## config.mk

```make
export PLATFORM = sky130hd
export DESIGN_NAME = reg_wb_arbiter_flat
export DESIGN_NICKNAME = d
export VERILOG_FILES = /design/src/rtl/reg_wb_arbiter_if.sv /design/src/rtl/reg_wb_arbiter.sv /design/src/flat_wrapper.sv
export SDC_FILE = /design/constraint.sdc
export NUM_CORES = 1
export LEC_CHECK = 0
export BUFFER_PORTS_ARGS = -buffer_cell sky130_fd_sc_hd__buf_4
export CAP_MARGIN = 10
export CORE_UTILIZATION = 49
export DETAILED_ROUTE_END_ITERATION = 6
export PLACE_DENSITY_LB_ADDON = 0.08
export SYNTH_ARGS = -nofsm -noshare
export SYNTH_HDL_FRONTEND = slang
export SYNTH_SLANG_ARGS = --single-unit
```

## constraint.sdc

```tcl
create_clock -name clk -period 3.08 [get_ports clk]
set_clock_uncertainty 0.2 [all_clocks]
set_input_delay 0.154 -clock clk [delete_from_list [all_inputs] [get_ports clk]]
set_output_delay 0.154 -clock clk [all_outputs]
set_load 0.1 [all_outputs]
```

## src/rtl/reg_wb_arbiter_if.sv

```systemverilog
// Writeback requester bundle: ALU (A) and load unit (B) each present a
// destination register and value, and the arbiter answers with a ready.
interface reg_wb_arbiter_if #(
  parameter int XLEN = 32
);
  logic            a_valid;
  logic            a_ready;
  logic [4:0]      a_rd;
  logic [XLEN-1:0] a_data;
  logic            b_valid;
  logic            b_ready;
  logic [4:0]      b_rd;
  logic [XLEN-1:0] b_data;

  modport master (
    output a_valid, a_rd, a_data, b_valid, b_rd, b_data,
    input  a_ready, b_ready
  );

  modport slave (
    input  a_valid, a_rd, a_data, b_valid, b_rd, b_data,
    output a_ready, b_ready
  );
endinterface

```

## src/rtl/reg_wb_arbiter.sv

```systemverilog
// Writeback arbiter plus pending-write scoreboard.
// Two requesters share one register file write port through a 1-bit
// round-robin pointer. The scoreboard tracks registers with an issued but
// not yet committed write and flags RAW/WAW hazards at issue.
module reg_wb_arbiter #(
  parameter int XLEN = 32
) (
  input  logic                 clk,
  input  logic                 rst_n,
  reg_wb_arbiter_if.slave      wb,
  input  logic                 issue_v,
  input  logic [4:0]           issue_rd,
  input  logic [4:0]           rs1,
  input  logic [4:0]           rs2,
  output logic                 hazard,
  output logic                 rf_rd_w,
  output logic [4:0]           rf_rd,
  output logic [XLEN-1:0]      rf_rd_in,
  output logic [31:0]          busy
);

  logic            ptr;
  logic            grant_a;
  logic            grant_b;
  logic            accept;
  logic [4:0]      sel_rd;
  logic [XLEN-1:0] sel_data;
  logic [31:0]     set_mask;
  logic [31:0]     clr_mask;
  logic [31:0]     busy_next;

  // Grant the sole valid requester, or the pointed-to one when both are valid; nothing in reset.
  always_comb begin
    grant_a  = rst_n & wb.a_valid & (~wb.b_valid | ~ptr);
    grant_b  = rst_n & wb.b_valid & (~wb.a_valid | ptr);
    accept   = grant_a | grant_b;
    sel_rd   = grant_b ? wb.b_rd   : wb.a_rd;
    sel_data = grant_b ? wb.b_data : wb.a_data;
  end

  assign wb.a_ready = grant_a;
  assign wb.b_ready = grant_b;

  // Hazard looks at the current scoreboard only; a clear landing on this edge is not bypassed.
  always_comb begin
    hazard = issue_v & (((rs1 != 5'd0) & busy[rs1]) |
                        ((rs2 != 5'd0) & busy[rs2]) |
                        ((issue_rd != 5'd0) & busy[issue_rd]));
  end

  // Scoreboard update: clear on commit, set on clean issue, set wins, x0 never tracked.
  always_comb begin
    set_mask = 32'd0;
    clr_mask = 32'd0;
    if (issue_v && !hazard && (issue_rd != 5'd0)) begin
      set_mask[issue_rd] = 1'b1;
    end
    if (rf_rd_w) begin
      clr_mask[rf_rd] = 1'b1;
    end
    busy_next    = (busy & ~clr_mask) | set_mask;
    busy_next[0] = 1'b0;
  end

  // Pointer moves to the requester that lost; holds when nobody is granted.
  always_ff @(posedge clk or negedge rst_n) begin
    if (!rst_n) begin
      ptr <= 1'b0;
    end else if (grant_a) begin
      ptr <= 1'b1;
    end else if (grant_b) begin
      ptr <= 1'b0;
    end
  end

  // Register file write port: one cycle after acceptance, strobe suppressed for x0.
  always_ff @(posedge clk or negedge rst_n) begin
    if (!rst_n) begin
      rf_rd_w  <= 1'b0;
      rf_rd    <= 5'd0;
      rf_rd_in <= '0;
    end else if (accept) begin
      rf_rd_w  <= (sel_rd != 5'd0);
      rf_rd    <= sel_rd;
      rf_rd_in <= sel_data;
    end else begin
      rf_rd_w  <= 1'b0;
    end
  end

  // Scoreboard state.
  always_ff @(posedge clk or negedge rst_n) begin
    if (!rst_n) begin
      busy <= 32'd0;
    end else begin
      busy <= busy_next;
    end
  end

endmodule
```

## src/flat_wrapper.sv

```systemverilog
// flat-port wrapper written by rule: the top's interface ports become plain ports
module reg_wb_arbiter_flat 
#(
  parameter int XLEN = 32
)
  (clk, rst_n, issue_v, issue_rd, rs1, rs2, hazard, rf_rd_w, rf_rd, rf_rd_in, busy, wb_a_valid, wb_a_rd, wb_a_data, wb_b_valid, wb_b_rd, wb_b_data, wb_a_ready, wb_b_ready);
  reg_wb_arbiter_if #(.XLEN(XLEN)) wb_i ();
  input  logic clk;
  input  logic rst_n;
  input  logic issue_v;
  input  logic [4:0] issue_rd;
  input  logic [4:0] rs1;
  input  logic [4:0] rs2;
  output logic hazard;
  output logic rf_rd_w;
  output logic [4:0] rf_rd;
  output logic [XLEN-1:0] rf_rd_in;
  output logic [31:0] busy;
  input wire logic [$bits(wb_i.a_valid)-1:0] wb_a_valid;
  input wire logic [$bits(wb_i.a_rd)-1:0] wb_a_rd;
  input wire logic [$bits(wb_i.a_data)-1:0] wb_a_data;
  input wire logic [$bits(wb_i.b_valid)-1:0] wb_b_valid;
  input wire logic [$bits(wb_i.b_rd)-1:0] wb_b_rd;
  input wire logic [$bits(wb_i.b_data)-1:0] wb_b_data;
  output wire logic [$bits(wb_i.a_ready)-1:0] wb_a_ready;
  output wire logic [$bits(wb_i.b_ready)-1:0] wb_b_ready;
  assign wb_i.a_valid = wb_a_valid;
  assign wb_i.a_rd = wb_a_rd;
  assign wb_i.a_data = wb_a_data;
  assign wb_i.b_valid = wb_b_valid;
  assign wb_i.b_rd = wb_b_rd;
  assign wb_i.b_data = wb_b_data;
  assign wb_a_ready = wb_i.a_ready;
  assign wb_b_ready = wb_i.b_ready;
  reg_wb_arbiter #(.XLEN(XLEN)) u_core (.clk(clk), .rst_n(rst_n), .wb(wb_i), .issue_v(issue_v), .issue_rd(issue_rd), .rs1(rs1), .rs2(rs2), .hazard(hazard), .rf_rd_w(rf_rd_w), .rf_rd(rf_rd), .rf_rd_in(rf_rd_in), .busy(busy));
endmodule
```

==> run metrics, run 1 <==
run status=finished clean; placed cell area=0.00545 mm²; start point of the critical path=u_core.busy[15]$_DFF_PN0_; cell row count=33; worst slew margin relative to its limit=46.2%; critical-path cell with the highest stage delay=sky130_fd_sc_hd__mux4_2; average wire length per cell after detail routing=21.7 µm; RSZ-0062 raised after global routing=false; area growth from synthesis to layout=54.2%; Synth warnings=0; Sw Ratio=56.6%; power per cell area=884 mW/mm²; mean cell area of the mapped netlist=10.2 µm²; total via count after detailed routing=4581; filler-free cell count of the finished design=749; dominant cell type by area after synthesis=sky130_fd_sc_hd__dfrtp_1; gate count of the mapped netlist=410; via count of the first global-routing pass=4702; wire length of the first global-routing pass=25.3 mm; WP data arrival=2.50 ns; number of antenna violations at the first check in global routing=0; cell-internal power=2.47 mW; # port buffers=165; placed cell count=654; die height=94.3 µm; die area=0.00889 mm²; placer congestion estimate=0.937; area of all placed cells without fillers=0.00644 mm²; share of synthesized area occupied by flip-flops and latches=42.0%; cell types with the largest area share after synthesis=sky130_fd_sc_hd__dfrtp_1, sky130_fd_sc_hd__mux2i_1, sky130_fd_sc_hd__o21ai_0, sky130_fd_sc_hd__mux4_2, sky130_fd_sc_hd__o41ai_1; drt total wl=16.3 mm; count of pins over their slew limit=0; Antenna Violating Nets Remaining=0; post-synthesis net count=504; time the final worst path needs with I/O delays and setup=2.86 ns; largest net degree at the start of global routing=52; most frequent standard cell in the layout excluding fill and tap cells=sky130_fd_sc_hd__buf_4; DRC violation count after routing=0; max-cap violation count=0; Chip Width=94.3 µm; H-tree Lvls=3; combinational share of power=59.7%; Peak VDD IR=0.459 mV; hold violation total from the final report=0; initial cell density of the core=50.8%; setup TNS=0 ns; number of setup violations in the final report=0; share of power burned in registers=26.9%; clock latency reported for the late side of the worst-skew pair=0.34 ns; clock tree from TritonCTS=done; post-synthesis register bit count=70; Max Freq=350 MHz; overall routing resource usage=38.6%; crit path capture type=output port; critical path class=flip-flop to output port; I/O pin count=167; Least-Margin Pin Slew=0.804 ns; Post-CTS Setup Bufs=0; Post-Syn Area=0.00417 mm²; clock transition time at the flip-flop clock pins of the worst setup and hold paths=0.08 ns; Iter 0 DRT Violations=287; maximum fanout count along the critical path=8; clock tree buffer depth=2; root buffer cell=sky130_fd_sc_hd__clkbuf_8; Worst R2R Start=u_core.busy[15]$_DFF_PN0_; proportion of netlist area held by the largest area contributor=42.0%; startpoint class of the critical path=flip-flop; Critical Path RT=2.73 ns; # nets final=732; Switch Pwr=3.22 mW; post-detail-place hpwl=9.50 mm; class of the most critical hold timing path=input port to async pin; highest cell delay on the worst timing path=0.53 ns; Cell variety after synth=46; PostCTS Resize Cnt=0; most frequent cells in the layout=sky130_fd_sc_hd__buf_4, sky130_fd_sc_hd__dlygate4sd3_1, sky130_fd_sc_hd__o21ai_0, sky130_fd_sc_hd__dfrtp_1, sky130_fd_sc_hd__mux2i_1; list of cells traversed by the critical path=mux4_2 -> a32oi_1 -> and3_1 -> nand3_2 -> o21a_2 -> buf_4; share of final-layout standard cells stronger than drive strength 1=33.4%; core area=0.00822 mm²; first-pass iteration count of the detailed router=5; post-DR vias/cell=6.12; number of clock sinks=70; overall overflow remaining after global route=0; Layout Utilization=78.3%; number of buffers created by CTS=9; P_leak=2.81 nW; portion of total power attributed to the clock network=13.4%; Tcrit/Tclk final=92.8%
-- cells by family after synthesis --
family,Yosys count,share of synthesized area [%]
compound gates,127,20.4
buf+inv,36,4.29
flops,70,42.0
mux,72,20.3
other cells,1,0.0899
simple gates,104,13.0
-- per-stage QoR --
| step | power, mW | setup WS (ns) | hold WS (ns) |
|---|---|---|---|
| after floorplan | 3.95 | 0.202 | -0.342 |
| after global placement | 4.74 | 0.525 | -0.130 |
| after detailed placement | 4.77 | 0.459 | -0.126 |
| after CTS | 5.62 | 0.236 | 0.0370 |
| after global routing | 5.89 | 0.196 | 0.0643 |
| final | 5.69 | 0.222 | 0.0533 |
-- power groups by stage --
stage | Sequential [mW] | Combinational, mW | Clock [mW]
final | 1.53 | 3.40 | 0.762
after global routing | 1.56 | 3.51 | 0.808
after CTS | 1.51 | 3.35 | 0.763
after detailed placement | 1.52 | 3.25 | 0
after global placement | 1.51 | 3.23 | 0
after floorplan | 3.21 | 0.743 | 0
-- worst max-delay path: cells and delay by family (launching register included) --
family / cells / cell delay (ns)
compound gates: 2 / 0.48
buf+inv: 1 / 0.23
flops: 1 / 0.47
mux: 1 / 0.53
simple gates: 2 / 0.45
-- final cells by class --
type / count / area, µm²
sequential: 70 / 1750
clock buffer: 13 / 159
inverter: 3 / 11.3
antenna: 1 / 2.50
clock inverter: 3 / 42.5
timing repair buffer: 250 / 2070
multi-input combinational: 304 / 2270
tap: 105 / 131
fill: 487 / 1780
-- final timing paths --
path / endpoint / slack [ns] / depth (start not counted)
max reg2reg: u_core.busy[22]$_DFF_PN0_ / 0.39 / 6
min reg2reg: u_core.rf_rd_in[6]$_DFFE_PN0P_ / 0.29 / 2
max: hazard / 0.22 / 6
min: u_core.rf_rd_in[8]$_DFFE_PN0P_ / 0.05 / 2
max in group asynchronous: u_core.busy[13]$_DFF_PN0_ / 1.66 / 3
min in group clk: u_core.busy[27]$_DFF_PN0_ / 0.06 / 3
-- Yosys cell counts, drive strengths merged --
cell     count
a211oi       1
a21oi        8
a221oi       2
a22o         1
a22oi        5
a311oi       1
a32oi        1
and2         1
and3         2
buf         15
clkbuf      18
conb         1
dfrtp       70
inv          3
mux2         1
mux2i       61
mux4        10
nand2       49
nand2b       2
nand3        7
nand3b       8
nand4        1
nand4b       1
nor2        10
nor2b        9
nor3         1
nor4         3
nor4bb       1
o2111a       1
o2111ai      1
o211ai       1
o21a         1
o21ai       72
o22ai        2
o41ai       30
or2          1
or3          2
or3b         4
or4          1
or4b         1
-- state kept, by name (all words and copies together) (netlist names) --
register / flops
u_core.rf_rd: 5
u_core.rf_rd_in: 32
u_core.ptr: 1
u_core.busy: 31
u_core.rf_rd_w: 1
-- per-layer routing --
metal	track usage [%]	up-vias	routed length, µm
met5	0	-	0
met4	19.7	0	730
met3	8.98	66	1320
met2	66.7	310	8300
met1	44.2	2190	5920
li1	-	2015	-
-- timing repair --
item | CTS | global route
hold buffers | 78 | 0
hold endpoints to repair | 58 | 0
endpoints found under the setup margin | 0 | 0
(Power assumes the default switching activity.)
==> inputs of run 2 (changes only) <==
- GPL_TIMING_DRIVEN: unset -> 0
==> run 2 against run 1 <==
- critical path depth grew 2
- core utilization grew 1.7 points
- non-clock buffer count grew 25
- register-to-register slack lost 0.17 ns
- final cell count grew 3.1%
- combinational power grew 2%
- global-route usage grew 2.8 points
- worst hold slack gained 0.016 ns
- critical path type is now input port to flip-flop
- critical endpoint is now u_core.rf_rd[1]$_DFFE_PN0P_
==> run metrics, run 2 (synthesis results as in run 1) <==
run status=finished clean; top register by number of flip-flops=u_core.rf_rd_in; Worst Hold Path Cells=3; placer congestion estimate=0.943 (+0.58%); largest registers=u_core.rf_rd_in x32, u_core.busy x31, u_core.rf_rd x5; number of antenna violations at the first check in global routing=0 (unchanged); power per cell area=894 mW/mm² (+1.1%); DRC violation count after routing=0 (unchanged); overall overflow remaining after global route=0 (unchanged); H-tree Lvls=3 (unchanged); hold slack final=0.0695 ns (+0.0162 ns); setup TNS=0 ns (unchanged); filler-free cell count of the finished design=772 (+3.1%); max-cap violation count=0 (unchanged); largest net degree at the start of global routing=71 (+37%); # port buffers=160 (-3.0%); RSZ-0062 raised after global routing=false; Antenna Violating Nets Remaining=0 (unchanged); cell row count=33 (unchanged); clock tree from TritonCTS=done; Iter 0 DRT Violations=401 (+40%); Reg2Reg Depth=6 (unchanged); clock latency reported for the late side of the worst-skew pair=0.35 ns (about the same); wire length of the first global-routing pass=27.2 mm (+7.6%); placed cell count=675 (+3.2%); crit path capture type=flip-flop; class of the most critical hold timing path=input port to flip-flop; total via count after detailed routing=4891 (+6.8%); hold violation total from the final report=0 (unchanged); Least-Margin Pin Slew=0.800 ns (-0.00444 ns); via count of the first global-routing pass=5192 (+10%); startpoint class of the critical path=input port; maximum fanout count along the critical path=10 (+2); R2R Path End=u_core.rf_rd[1]$_DFFE_PN0P_; P_leak=2.87 nW (+2.1%); share of final-layout standard cells stronger than drive strength 1=32.5% (-0.90 points); clock tree buffer depth=2 (unchanged); reg-to-reg setup timing slack=0.22 ns (-0.17 ns); core area=0.00822 mm² (unchanged); overall routing resource usage=41.4% (+2.8 points); Worst R2R Start=u_core.ptr$_DFFE_PN0P_; die height=94.3 µm (unchanged); number of buffers created by CTS=9 (unchanged); Tcrit/Tclk final=98.3% (+5.5 points); number of flip-flops in the largest register=32 (unchanged); root buffer cell=sky130_fd_sc_hd__clkbuf_8; most frequent cells in the layout=sky130_fd_sc_hd__buf_4, sky130_fd_sc_hd__dlygate4sd3_1, sky130_fd_sc_hd__o21ai_0, sky130_fd_sc_hd__dfrtp_1, sky130_fd_sc_hd__mux2i_1; average wire length per cell after detail routing=22.9 µm (+5.6%); clock transition time at the flip-flop clock pins of the worst setup and hold paths=0.08 ns (about the same); Layout Utilization=80.0% (+1.7 points); placed cell area=0.00551 mm² (+1.0%); area of all placed cells without fillers=0.00657 mm² (+2.1%); time the final worst path needs with I/O delays and setup=3.03 ns (+0.169 ns); endpoint of the most critical setup path=u_core.rf_rd[1]$_DFFE_PN0P_; post-detail-place hpwl=10.2 mm (+7.3%); Peak VDD IR=0.534 mV (+16%); post-DR vias/cell=6.34 (+3.6%); first-pass iteration count of the detailed router=6 (+1); most frequent standard cell in the layout excluding fill and tap cells=sky130_fd_sc_hd__buf_4; drt total wl=17.7 mm (+8.9%); antenna cell count=0 (-1); Critical Path RT=3.09 ns (+0.36 ns); initial cell density of the core=50.8% (unchanged); Chip Width=94.3 µm (unchanged); critical path class=input port to flip-flop; # nets final=757 (+3.4%); start point of the critical path=rst_n; I/O pin count=167 (unchanged); die area=0.00889 mm² (unchanged); number of clock sinks=70 (unchanged); number of setup violations in the final report=0 (unchanged); count of pins over their slew limit=0 (unchanged); WP data arrival=3.03 ns (+0.53 ns); worst slew margin relative to its limit=46.7% (+0.50 points); area growth from synthesis to layout=57.5%; Max Freq=330 MHz (-5.6%)
==> run 2: how the worst min path moves through the flow <==
| stage | from | to |
|---|---|---|
| finish | issue_rd[3] | u_core.busy[6]$_DFF_PN0_ |
| global route | issue_rd[3] | u_core.busy[6]$_DFF_PN0_ |
| CTS | issue_rd[3] | u_core.busy[5]$_DFF_PN0_ |
| detailed placement | rst_n | u_core.rf_rd_in[29]$_DFFE_PN0P_ |
| global placement | rst_n | u_core.rf_rd_in[28]$_DFFE_PN0P_ |
| floorplan | rst_n | u_core.busy[10]$_DFF_PN0_ |
==> run 2: worst max-delay path, cell delays in order <==
cell and delay [ns]:
sky130_fd_sc_hd__dlygate4sd3_1 0.56, sky130_fd_sc_hd__buf_4 0.19, sky130_fd_sc_hd__nand2_1 0.12, sky130_fd_sc_hd__a21oi_1 0.30, sky130_fd_sc_hd__buf_1 0.65, sky130_fd_sc_hd__mux2i_1 0.33, sky130_fd_sc_hd__dlygate4sd3_1 0.62, sky130_fd_sc_hd__o21ai_0 0.10
==> run 2: cell type report <==
type,instances,area [µm²]
buffer,33,174
clock buffer,11,151
clock inverter,4,70.1
fill,469,1640
inverter,3,11.3
multi-input combinational,304,2250
sequential,70,1750
tap,105,131
timing repair buffer,242,2030
==> run 2: stage by stage <==
step                worst slack [ns]  power [mW]
global route                  0.0105        6.04
detailed placement             0.238        4.80
floorplan                      0.202        3.95
CTS                          0.00800        5.75
global placement               0.260        4.77
finish                        0.0529        5.88
==> run 2: timing repair <==
item | 4_1_cts | 5_1_grt
cloned | 0 | 0
gates resized for setup | 1 | 3
pin swaps | 0 | 2
setup buffers | 0 | 3
hold buffers | 79 | 0
setup endpoints to repair | 1 | 1
endpoints found under the hold margin | 109 | 0
==> run 2: where the power goes <==
group	leakage [nW]	internal (mW)	switching, mW
sequential	0.819	1.17	0.374
combinational	1.93	0.918	2.56
clock	0.115	0.494	0.365
total	2.87	2.58	3.30
==> run 2: per-layer routing <==
layer / global-route usage, % / wire length [µm] / vias to the layer above / share of wire [%]
met5: 0 / 0 / - / 0
met2: 69.8 / 8790 / 394 / 50
li1: - / - / 2055 / -
met4: 25.4 / 1010 / 0 / 5.7
met1: 47.8 / 6250 / 2351 / 35
met3: 8.66 / 1670 / 91 / 9.4
==> inputs of run 3 (changes only) <==
- CTS_BUF_LIST: unset -> sky130_fd_sc_hd__clkbuf_16
==> run 3 against run 2 <==
- power is 3.6% higher
- non-clock buffer count shrank 2
- largest cell class unchanged
- critical path type is now flip-flop to output port
- register-to-register slack better by 0.04 ns
- combinational power about the same
- core utilization increased by 0.85 points
- highest routed layer unchanged
- first-iteration DRC count increased by 3.2%
- critical endpoint is now hazard
- fmax decreased by 1.4%
==> run metrics, run 3 (synthesis results as in run 1) <==
multi-input gate area in the final layout=0.00225 mm² (unchanged); Chip Width=94.3 µm (unchanged); total via count after detailed routing=4898 (+0.14%); drt total wl=17.4 mm (-1.6%); max-cap violation count=0 (unchanged); Fillers=449 (-4.3%); worst slew margin relative to its limit=50.7% (+4.0 points); cell-internal power=2.77 mW (+7.5%); largest registers=u_core.rf_rd_in x32, u_core.busy x31, u_core.rf_rd x5; R2R Path End=u_core.rf_rd[2]$_DFFE_PN0P_; post-DR vias/cell=6.36 (+0.40%); share of power burned in registers=25.4% (-0.8 points); share of final-layout standard cells stronger than drive strength 1=32.0% (-0.50 points); overall overflow remaining after global route=0 (unchanged); portion of total power attributed to the clock network=17.8% (+3.2 points); Worst Hold Path Cells=3 (unchanged); hold path endpoint=u_core.busy[5]$_DFF_PN0_; top register by number of flip-flops=u_core.rf_rd_in; die height=94.3 µm (unchanged); most frequent standard cell in the layout excluding fill and tap cells=sky130_fd_sc_hd__buf_4; hold violation total from the final report=0 (unchanged); core area=0.00822 mm² (unchanged); # port buffers=160 (unchanged); count of pins over their slew limit=0 (unchanged); Iter 0 DRT Violations=414 (+3.2%); clock tree buffer depth=2 (unchanged); clock latency reported for the late side of the worst-skew pair=0.33 ns (-0.02 ns); startpoint class of the critical path=flip-flop; H-tree Lvls=3 (unchanged); Layout Utilization=80.9% (+0.85 points); maximum fanout count along the critical path=10 (unchanged); overall power of the completed layout=6.09 mW (+3.6%); reg-to-reg setup timing slack=0.26 ns (+0.04 ns); Switch Pwr=3.31 mW (+0.59%); combinational share of power=56.9% (-2.3 points); initial cell density of the core=50.8% (unchanged); P_leak=2.90 nW (+1.1%); Antenna Violating Nets Remaining=0 (unchanged); critical path class=flip-flop to output port; Worst R2R Start=u_core.ptr$_DFFE_PN0P_; number of clock sinks=70 (unchanged); crit path capture type=output port; Hold Startpoint=issue_rd[3]; Max Freq=326 MHz (-1.4%); I/O pin count=167 (unchanged); die area=0.00889 mm² (unchanged); area of all placed cells without fillers=0.00664 mm² (+1.1%); largest net degree at the start of global routing=71 (unchanged); DRC violation count after routing=0 (unchanged); clock tree from TritonCTS=done; Least-Margin Pin Slew=0.739 ns (-0.0603 ns); Peak VDD IR=0.610 mV (+14%); number of buffers created by CTS=9 (unchanged); average wire length per cell after detail routing=22.6 µm (-1.3%); number of setup violations in the final report=0 (unchanged); number of flip-flops in the largest register=32 (unchanged); time the final worst path needs with I/O delays and setup=3.07 ns (+0.0434 ns); overall routing resource usage=40.9% (-0.44 points); Critical Path RT=2.73 ns (-0.36 ns); Reg2Reg Depth=6 (unchanged); FF/Latch Area=0.00175 mm² (unchanged); root buffer cell=sky130_fd_sc_hd__clkbuf_16; placed cell area=0.00551 mm² (unchanged); Tcrit/Tclk final=99.7% (+1.4 points); run status=finished clean; class of the most critical hold timing path=input port to flip-flop; number of antenna violations at the first check in global routing=0 (unchanged); antenna cell count=0 (unchanged); post-detail-place hpwl=10.2 mm (unchanged); RSZ-0062 raised after global routing=true; most frequent cells in the layout=sky130_fd_sc_hd__buf_4, sky130_fd_sc_hd__dlygate4sd3_1, sky130_fd_sc_hd__o21ai_0, sky130_fd_sc_hd__dfrtp_1, sky130_fd_sc_hd__mux2i_1; power per cell area=916 mW/mm² (+2.5%); clock transition time at the flip-flop clock pins of the worst setup and hold paths=0.06 ns (-0.02 ns); Sw Ratio=54.4% (-1.6 points); WP data arrival=2.72 ns (-0.31 ns); placer congestion estimate=0.943 (unchanged); first-pass iteration count of the detailed router=5 (-1); wire length of the first global-routing pass=26.9 mm (-1.2%); # nets final=755 (-0.26%); cell row count=33 (unchanged); setup TNS=0 ns (unchanged); area growth from synthesis to layout=59.2%; via count of the first global-routing pass=5127 (-1.3%)
## run 3: power by group through the flow
stage | Clock, mW | Combinational, mW | Sequential (mW)
after floorplan | 0 | 0.743 | 3.21
after global routing | 1.13 | 3.57 | 1.56
final | 1.08 | 3.46 | 1.54
after detailed placement | 0 | 3.28 | 1.53
after CTS | 1.08 | 3.40 | 1.51
after global placement | 0 | 3.25 | 1.52
## run 3: layout make-up
cell class | instances | area share [%]
plain buffers | 33 | 2.64
clock buffers | 9 | 3.39
clock inverters | 6 | 1.17
inverters | 3 | 0.169
multi-input cells | 304 | 33.9
flip-flops and latches | 70 | 26.4
well taps | 105 | 1.98
repair buffers | 240 | 30.4
## run 3: what timing repair did
item	in CTS	in global routing
resized for setup	1	3
buffers inserted	0	0
pin swaps	0	1
hold endpoints to repair	109	0
hold buffers	80	0
setup endpoints to repair	1	3
## run 3: critical path, stage by stage (launching register included)
cell and delay (ns):
sky130_fd_sc_hd__dfrtp_1 0.44, sky130_fd_sc_hd__mux4_2 0.51, sky130_fd_sc_hd__o2111a_1 0.28, sky130_fd_sc_hd__a211oi_2 0.29
sky130_fd_sc_hd__nand4_4 0.22, sky130_fd_sc_hd__buf_6 0.22, sky130_fd_sc_hd__o21a_2 0.19, sky130_fd_sc_hd__buf_4 0.23
## run 3: per-layer routing
layer  vias up  GRT usage [%]  wire length, µm
li1       2063              -                -
met1      2375           45.8             6130
met2       363           69.9             8640
met3        97           9.95             1600
met4         0           24.9             1060
met5         -              0                0
## run 3: worst max path at each step
| stage | slack [ns] | from | endpoint | cells past startpoint |
|---|---|---|---|---|
| after floorplan | 0.20 | u_core.busy[3]$_DFF_PN0_ | hazard | 7 |
| after detailed placement | 0.24 | rs2[1] | hazard | 9 |
| final | 0.01 | u_core.busy[31]$_DFF_PN0_ | hazard | 7 |
| after CTS | 0.004 | u_core.busy[31]$_DFF_PN0_ | hazard | 7 |
| after global routing | -0.01 | u_core.busy[31]$_DFF_PN0_ | hazard | 7 |
| after global placement | 0.26 | rs2[1] | hazard | 9 |
## run 3: stage by stage
stage | hold slack (ns) | setup slack (ns) | instances
3_3_place_gp | 0.132 | 0.260 | 675
3_5_place_dp | 0.139 | 0.238 | 675
2_1_floorplan | -0.342 | 0.202 | 410
4_1_cts | 0.0775 | 0.00432 | 770
5_1_grt | 0.117 | -0.0138 | 770
6_report | 0.0916 | 0.00956 | 770
